--- src/rtl/pll_reconfig_ctrl.sv ---
// PLL scan-chain reconfiguration: byte-addressed shadow serialised MSB-first into the PLL, or captured back from it.
// Requests are accepted only in IDLE (busy=0); every output is a flop, rd_data follows rd_addr by one cycle.
module pll_reconfig_ctrl #(
  parameter int CHAIN_LEN = 144,
  parameter int TIMEOUT   = 1023,
  parameter int AW        = $clog2(CHAIN_LEN/8)
) (
  input  logic          inclk0,
  input  logic          areset,
  input  logic          wr_en,
  input  logic [AW-1:0] wr_addr,
  input  logic [7:0]    wr_data,
  input  logic [AW-1:0] rd_addr,
  output logic [7:0]    rd_data,
  input  logic          start,
  input  logic          read_back,
  output logic          busy,
  output logic          done,
  output logic          error,
  output logic          scandata,
  output logic          scanclkena,
  output logic          scanwrite,
  output logic          scanread,
  output logic          configupdate,
  input  logic          scandataout,
  input  logic          scandone
);

  localparam int NBYTES  = CHAIN_LEN / 8;
  localparam int CNT_MAX = (CHAIN_LEN > TIMEOUT) ? CHAIN_LEN : TIMEOUT;
  localparam int CW      = $clog2(CNT_MAX + 1);
  localparam logic [CW-1:0] SHIFT_LAST = CW'(CHAIN_LEN - 1);
  localparam logic [CW-1:0] WAIT_LAST  = CW'(TIMEOUT - 1);
  localparam logic [AW:0]   NBYTES_W   = (AW+1)'(NBYTES);

  typedef enum logic [2:0] {
    IDLE      = 3'd0,
    RD_STROBE = 3'd1,
    SHIFT     = 3'd2,
    WR_STROBE = 3'd3,
    WAIT_DONE = 3'd4,
    UPDATE    = 3'd5
  } stateT;

  stateT                state;
  stateT                stateNext;
  logic                 readMode;
  logic                 readModeNext;
  logic [CW-1:0]        cnt;
  logic [CW-1:0]        cntNext;
  logic [CHAIN_LEN-1:0] shadow;
  logic [CHAIN_LEN-1:0] shadowNext;

  logic       wrInRange;
  logic       rdInRange;
  logic       busyD;
  logic       doneD;
  logic       errorD;
  logic       scandataD;
  logic       scanclkenaD;
  logic       scanwriteD;
  logic       scanreadD;
  logic       configupdateD;
  logic [7:0] rdDataD;

  assign wrInRange = ({1'b0, wr_addr} < NBYTES_W);
  assign rdInRange = ({1'b0, rd_addr} < NBYTES_W);

  always_ff @(posedge inclk0 or posedge areset) begin
    if (areset) begin
      state        <= IDLE;
      readMode     <= 1'b0;
      cnt          <= '0;
      shadow       <= '0;
      rd_data      <= '0;
      busy         <= 1'b0;
      done         <= 1'b0;
      error        <= 1'b0;
      scandata     <= 1'b0;
      scanclkena   <= 1'b0;
      scanwrite    <= 1'b0;
      scanread     <= 1'b0;
      configupdate <= 1'b0;
    end else begin
      state        <= stateNext;
      readMode     <= readModeNext;
      cnt          <= cntNext;
      shadow       <= shadowNext;
      rd_data      <= rdDataD;
      busy         <= busyD;
      done         <= doneD;
      error        <= errorD;
      scandata     <= scandataD;
      scanclkena   <= scanclkenaD;
      scanwrite    <= scanwriteD;
      scanread     <= scanreadD;
      configupdate <= configupdateD;
    end
  end

  // start has priority over read_back; both are dropped outside IDLE
  always_comb begin
    stateNext    = state;
    readModeNext = readMode;
    case (state)
      IDLE: begin
        if (start) begin
          stateNext    = SHIFT;
          readModeNext = 1'b0;
        end else if (read_back) begin
          stateNext    = RD_STROBE;
          readModeNext = 1'b1;
        end
      end
      RD_STROBE: stateNext = SHIFT;
      SHIFT: begin
        if (cnt == SHIFT_LAST) begin
          stateNext = readMode ? IDLE : WR_STROBE;
        end
      end
      WR_STROBE: stateNext = WAIT_DONE;
      WAIT_DONE: begin
        if (scandone) begin
          stateNext = UPDATE;
        end else if (cnt == WAIT_LAST) begin
          stateNext = IDLE;
        end
      end
      UPDATE:  stateNext = IDLE;
      default: stateNext = IDLE;
    endcase
  end

  // Counter restarts from 0 on every state change, so it indexes cycles within SHIFT and WAIT_DONE
  always_comb begin
    cntNext = '0;
    if (state != IDLE && stateNext == state) begin
      cntNext = cnt + CW'(1);
    end
  end

  // In write mode the outgoing MSB re-enters at the LSB, leaving the shadow intact after a full pass
  always_comb begin
    shadowNext = shadow;
    if (state == IDLE) begin
      if (wr_en && wrInRange) begin
        shadowNext[{wr_addr, 3'b000} +: 8] = wr_data;
      end
    end else if (state == SHIFT) begin
      shadowNext = {shadow[CHAIN_LEN-2:0], readMode ? scandataout : shadow[CHAIN_LEN-1]};
    end
  end

  always_comb begin
    busyD         = (stateNext != IDLE);
    scanclkenaD   = (stateNext == RD_STROBE) || (stateNext == SHIFT) ||
                    (stateNext == WR_STROBE) || (stateNext == WAIT_DONE);
    scanwriteD    = (stateNext == WR_STROBE);
    scanreadD     = (stateNext == RD_STROBE);
    configupdateD = (stateNext == UPDATE);
    scandataD     = (stateNext == SHIFT) && shadowNext[CHAIN_LEN-1];
    doneD         = (state == UPDATE) || ((state == SHIFT) && readMode && (stateNext == IDLE));
    errorD        = (state == WAIT_DONE) && (stateNext == IDLE);
    rdDataD       = rdInRange ? shadow[{rd_addr, 3'b000} +: 8] : 8'h00;
  end

endmodule

--- config.mk ---
export PLATFORM = sky130hd
export DESIGN_NAME = pll_reconfig_ctrl
export DESIGN_NICKNAME = d
export VERILOG_FILES = /design/src/rtl/pll_reconfig_ctrl.sv
export SDC_FILE = /design/constraint.sdc
export NUM_CORES = 1
export LEC_CHECK = 0
export ABC_AREA = 1
export CORE_UTILIZATION = 62
export CTS_CLUSTER_SIZE = 10
export DETAILED_ROUTE_END_ITERATION = 7
export PLACE_DENSITY = 0.81
export SLEW_MARGIN = 10
export SYNTH_ARGS = -nofsm -noshare
export SYNTH_HDL_FRONTEND = slang
export SYNTH_SLANG_ARGS = --single-unit
--- constraint.sdc ---
create_clock -name inclk0 -period 9.1 [get_ports inclk0]
set_input_delay 2.275 -clock inclk0 [delete_from_list [all_inputs] [get_ports inclk0]]
set_output_delay 2.275 -clock inclk0 [all_outputs]
set_load 0.02 [all_outputs]
==> results of run 1 <==
synth_stat cells (all sizes together):
cell type | instances | share of area (%)
nand2 | 348 | 13
o21ai | 86 | 4.3
nand4 | 50 | 3.0
nand3 | 215 | 11
a32oi | 5 | 0.43
nand3b | 6 | 0.44
a31oi | 38 | 2.3
o22ai | 7 | 0.43
ha | 6 | 0.73
xnor2 | 2 | 0.17
o211ai | 23 | 1.7
a22oi | 4 | 0.29
a21oi | 46 | 2.4
or2 | 1 | 0.061
clkbuf | 37 | 1.4
inv | 113 | 4.2
nor2 | 174 | 7.7
buf | 39 | 2.0
xor2 | 6 | 0.51
dfrtp | 174 | 42
nor3 | 31 | 1.6
clkinv | 3 | 0.11
placed cells by master (no fill, tap or decap), types with 5 or more instances in the layout:
master / synthesis / layout
nor2_2: 14 / 14
clkbuf_16: 0 / 17
o22ai_1: 7 / 7
o21ai_0: 80 / 80
a21oi_1: 44 / 44
nand3_1: 210 / 210
clkdlybuf4s50_1: 0 / 38
nor3_1: 30 / 30
a31oi_1: 38 / 38
ha_1: 6 / 6
nand3b_1: 6 / 6
nand3_2: 5 / 5
xor2_1: 6 / 6
nand2_1: 340 / 340
nor2_4: 7 / 7
buf_4: 6 / 9
dfrtp_1: 174 / 174
bufinv_16: 0 / 7
nor2_1: 150 / 150
inv_6: 0 / 5
a32oi_1: 5 / 5
o211ai_1: 23 / 23
inv_1: 104 / 102
inv_2: 7 / 7
nand4_1: 50 / 50
worst max path at each step:
stage / end / slack, ns
floorplan: busy$_DFF_PP0_ / 2.11
global placement: shadow[127]$_DFFE_PP0P_ / 3.85
detailed placement: shadow[85]$_DFFE_PP0P_ / 3.76
CTS: shadow[81]$_DFFE_PP0P_ / 4.12
global route: shadow[85]$_DFFE_PP0P_ / 3.79
finish: shadow[81]$_DFFE_PP0P_ / 4.01
power breakdown:
group / internal, W / switching (W)
Sequential: 0.00105 / 0.000218
Clock: 0.000558 / 0.000336
Combinational: 0.000385 / 0.000949
Total: 0.00199 / 0.00150
area by class of cell:
| class | count | area [um^2] | share of cell area, % |
|---|---|---|---|
| flip-flops and latches | 174 | 4350 | 38.3 |
| clock buffers | 19 | 443 | 3.90 |
| clock inverters | 13 | 268 | 2.35 |
| well taps | 216 | 270 | 2.38 |
| multi-input cells | 1048 | 5130 | 45.1 |
| repair buffers | 49 | 458 | 4.03 |
| inverters | 116 | 447 | 3.93 |
per-stage QoR:
step                area (um^2)  util, %
floorplan                 10300        -
global placement          10700     66.6
detailed placement        10700     66.6
CTS                       11400     71.1
global route              11400     71.1
finish                    11400     71.1
worst max-delay path: cells and delay by family:
family	cells	cell delay, ns
adder cells (fa/ha/maj)	1	0.25
buffers and inverters	3	0.94
AND/OR/NAND/NOR	7	1.96
sequential cells by signal, indices dropped and copies added, names as in the netlist:
register,cells
error,1
cnt,10
rd_data,8
scandata,1
shadow,144
scanwrite,1
scanclkena,1
state,3
done,1
readMode,1
scanread,1
busy,1
configupdate,1
per-layer routing:
layer	global-route usage [%]	vias to the layer above	part of all wire, %
li1	-	4734	-
met1	59.8	4945	39
met2	61.3	765	42
met3	13.5	135	13
met4	26.7	0	6.3
met5	0	-	0
cell families (layout without fill, tap and decap cells):
| kind of cell | after synthesis | count (layout) |
|---|---|---|
| simple gates | 825 | 825 |
| xor+xnor | 8 | 8 |
| compound gates | 209 | 209 |
| buf+inv | 192 | 197 |
| flops | 174 | 174 |
| fa+ha+maj | 6 | 6 |
==> flow_summary.toml, run 1 <==
[synth]
syn_nets = 1445
synth_top_family_by_area = "simple AND/OR/NAND/NOR gates"
synth_cell_types = 38
synth_area_per_cell_um2 = 7.26
synthMuxAreaShare_pct = 0
synth_compound_area_share_pct = 11.9
yosysSeqAreaShare_pct = 42.4
synth_fa_ha_area_share_pct = 0.732
yosys.area_share.simple_pct = 36.7
yosysWarnings = 0
ys_ff_latch = 174
synth_cells = 1414
synth-xor-area-share_pct = 0.683
synth_area_um2 = 10300

[worst_hold_path]
min_path_type = "reg2reg"
hold_end = "shadow[122]$_DFFE_PP0P_"
min_from = "shadow[122]$_DFFE_PP0P_"
holdPathStages = 2

[die]
dieArea_um2 = 17100
pin_count = 41
start_util_pct = 64.1
die_x_um = 131
std_cell_rows = 46
die_h_um = 131
design.core.area_um2 = 16000

[setup_path]
cp.arrival_ns = 5.43
reg2reg_depth = 8
cp-start-kind = "input port"
path_class = "in2reg"
path_cells = "clkdlybuf4s50_1 -> inv_4 -> ha_1 -> nand4_1 -> nand2_2 -> nor2_2 -> nand3_1 -> nand2_1 -> nand3_1 -> nand2_1 -> inv_1"
slowest_stage = "clkdlybuf4s50_1"
slowest_delay_ns = 0.79
crit_start = "wr_addr[0]"
endpoint_kind = "flip-flop"
r2r-start = "state[1]$_DFF_PP0_"
critPathRequiredTime_ns = 9.44
r2r_setup_slack_ns = 6.05
cp_max_fo = 15
reg2reg_to = "shadow[127]$_DFFE_PP0P_"

[timing]
timing.setup.tns_ns = 0
fmax_mhz = 196
min_period_over_period_pct = 56.0
worst_slack_ns = 4.01
rsz0062_at_grt = "no"
whs_ns = 0.481
fin_skew_ns = 0.0107
maxSlewHeadroom_pct = 31.2
finalCriticalPeriod_ns = 5.09
tightestPinTransition_ns = 1.03
hold_violations = 0
slew_viol_final = 0
setup_viol = 0

[placed_design]
dp_slack_ns = 3.76
dp_hpwl_um = 24600
portBuffers = 40
gp_congestion = 1.03
place_inst = 1603

[clocking]
clk_pin_slew_ns = 0.07
cts_root_buffer = "clkbuf_16"
cts_tree = "yes"
clk_latency_ns = 0.44
cts_resized = 0
ctsLongestPathBuffers = 2
cts_hold_buf = 0
cts_made_buffers = 17
cts.sinks = 174
htreeDepth = 4
cts_setup_buffers = 0

[grt]
antenna_found_initial = 0
grt.total_usage_pct = 44.0
grt_pass1_wl_um = 54600
grt_pass1_vias = 9521
grt_max_degree = 98
grt_overflow = 0

[layout]
n_antenna_cell = 0
final_cells = 1635
drive_above_1_share_pct = 6.91
fillers = 1360
nets = 1437
area_growth_pct = 10.8

[run_status]
status = "complete, no violations"

[route]
via_count = 10579
firstDrtPassIters = 7
wl_per_cell_um = 22.0
drc = 0
viasPerCell = 6.47
ant_nets = 0
first_iter_violations = 1795
drt-total-wl_um = 36000

[power]
power.density_nw_per_um2 = 307
p_leak_nw = 5.31
totalPowerFinal_w = 0.00350
ir_drop_mv = 0.294

[run]
cap_violations = 0
No activity file was read; power rests on OpenSTA's default activity.
==> run 2: changes to the inputs <==
CORE_UTILIZATION = 56   (was 62)
PLACE_DENSITY = 0.77   (was 0.81)
clock period = 4.27 ns   (was 9.1 ns; I/O delays follow)
==> flow_summary.toml, run 2 (synthesis results as in run 1) <==
[grt]
grt.total_usage_pct = 38.6
use_met1_pct = 53.0
grt_overflow = 0
grt_max_degree = 86
grt_busiest_layer = "met2"
antenna_found_initial = 0
met3_usage_pct = 10.6
grt_pass1_vias = 9612
met2_usage_pct = 56.9
grt_pass1_wl_um = 53600

[die]
start_util_pct = 57.1
dieArea_um2 = 18900
design.core.area_um2 = 18000
pin_count = 41
die_h_um = 137
die_x_um = 137
std_cell_rows = 49

[power]
power.density_nw_per_um2 = 621
ir_drop_mv = 0.478
totalPowerFinal_w = 0.00704
p_leak_nw = 5.29

[layout]
reg_top3 = "shadow (144), cnt (10), rd_data (8)"
area_growth_pct = 10.5
regMostFlops = "shadow"
fillers = 1619
mostFrequentLayoutCell = "nand2_1"
n_antenna_cell = 0
nets = 1449
layout_common_cells = "nand2_1, nand3_1, dfrtp_1, nor2_1, inv_1"
largest_reg_flops = 144
drive_above_1_share_pct = 7.76

[timing]
fmax_mhz = 295
timing.setup.tns_ns = 0
maxSlewHeadroom_pct = 40.6
setup_viol = 0
finalCriticalPeriod_ns = 3.39
slew_viol_final = 0
rsz0062_at_grt = "no"
hold_violations = 0
fin_skew_ns = 0.0100
tightestPinTransition_ns = 0.891
min_period_over_period_pct = 79.3

[clocking]
htreeDepth = 4
cts_tree = "yes"
ctsLongestPathBuffers = 2
cts_resized = 0
clk_latency_ns = 0.46
cts.sinks = 174
cts_made_buffers = 17
cts_root_buffer = "clkbuf_16"
clk_pin_slew_ns = 0.07
cts_setup_buffers = 0
cts_hold_buf = 0

[route]
drc = 2
ant_nets = 0
drt-total-wl_um = 34600
first_iter_violations = 1564
wl_per_cell_um = 20.9
firstDrtPassIters = 8
viasPerCell = 6.30
via_count = 10456

[placed_design]
portBuffers = 40
dp_hpwl_um = 24800
gp_congestion = 1.03

[worst_hold_path]
min_path_type = "reg2reg"

[setup_path]
endpoint_kind = "flip-flop"
cp.arrival_ns = 3.78
critPathRequiredTime_ns = 4.66
cp-start-kind = "input port"
path_class = "in2reg"
cp_max_fo = 18

[run_status]
status = "finished with violations"
failed_checks = "design-rule violations"

[run]
cap_violations = 0
==> run 2: changes by cell type in the layout (fill, tap and decap cells not counted) <==
cell / before / now
buf_4: 9 / 19
bufinv_16: 7 / 0
clkinvlp_4: 0 / 5
buf_12: 0 / 2
clkinv_2: 1 / 3
inv_6: 5 / 7
clkbuf_1: 1 / 0
clkbuf_8: 1 / 0
==> run 2: final cells by class <==
type	count	area, um^2	share of cell area, %
clock inverters	15	124	1.09
inverters	116	445	3.93
well taps	229	287	2.53
repair buffers	61	573	5.05
multi-input cells	1048	5130	45.3
flip-flops and latches	174	4350	38.4
clock buffers	17	425	3.75
==> run 2: critical path: stages <==
cell             delay (ns)
clkdlybuf4s50_1        0.61
inv_1                  0.10
ha_1                   0.22
nand4_1                0.21
nand2_2                0.29
inv_2                  0.36
nand2_2                0.20
nor2_1                 0.44
nand3_1                0.15
nand3_1                0.13
==> run 2: final timing paths <==
path                                        start                      end  slack (ns)  cells after the start
setup reg to reg               state[1]$_DFF_PP0_  shadow[101]$_DFFE_PP0P_        1.67                      8
max in group asynchronous                  areset          error$_DFF_PP0_        2.34                      3
setup / recovery                       wr_addr[1]   shadow[45]$_DFFE_PP0P_        0.88                     10
hold / removal             shadow[72]$_DFFE_PP0P_   shadow[72]$_DFFE_PP0P_        0.49                      2
min in group asynchronous                  areset  shadow[141]$_DFFE_PP0P_        1.13                      2
hold reg to reg            shadow[72]$_DFFE_PP0P_   shadow[72]$_DFFE_PP0P_        0.49                      2
==> run 2: per-stage QoR <==
step	area (um^2)	hold slack (ns)	worst slack, ns	cells	utilization [%]
after floorplan	10300	0.449	0.978	1414	-
after global placement	10800	0.462	0.649	1628	60.1
after detailed placement	10800	0.465	0.565	1628	60.1
after CTS	11300	0.485	1.02	1660	63.1
after global routing	11300	0.505	0.798	1660	63.1
final	11300	0.489	0.885	1660	63.1
==> run 2: report_power, final <==
group / internal, W / switching (W) / total, W
logic: 0.000839 / 0.00196 / 0.00280
clock network: 0.000762 / 0.000775 / 0.00154
registers: 0.00224 / 0.000468 / 0.00270
==> run 2: routing by layer <==
metal  vias to the layer above  routed length (um)
li1                       4757                   -
met4                         0                1540
met5                         -                   0
met2                       666               15200
met3                       135                3920
met1                      4898               14000
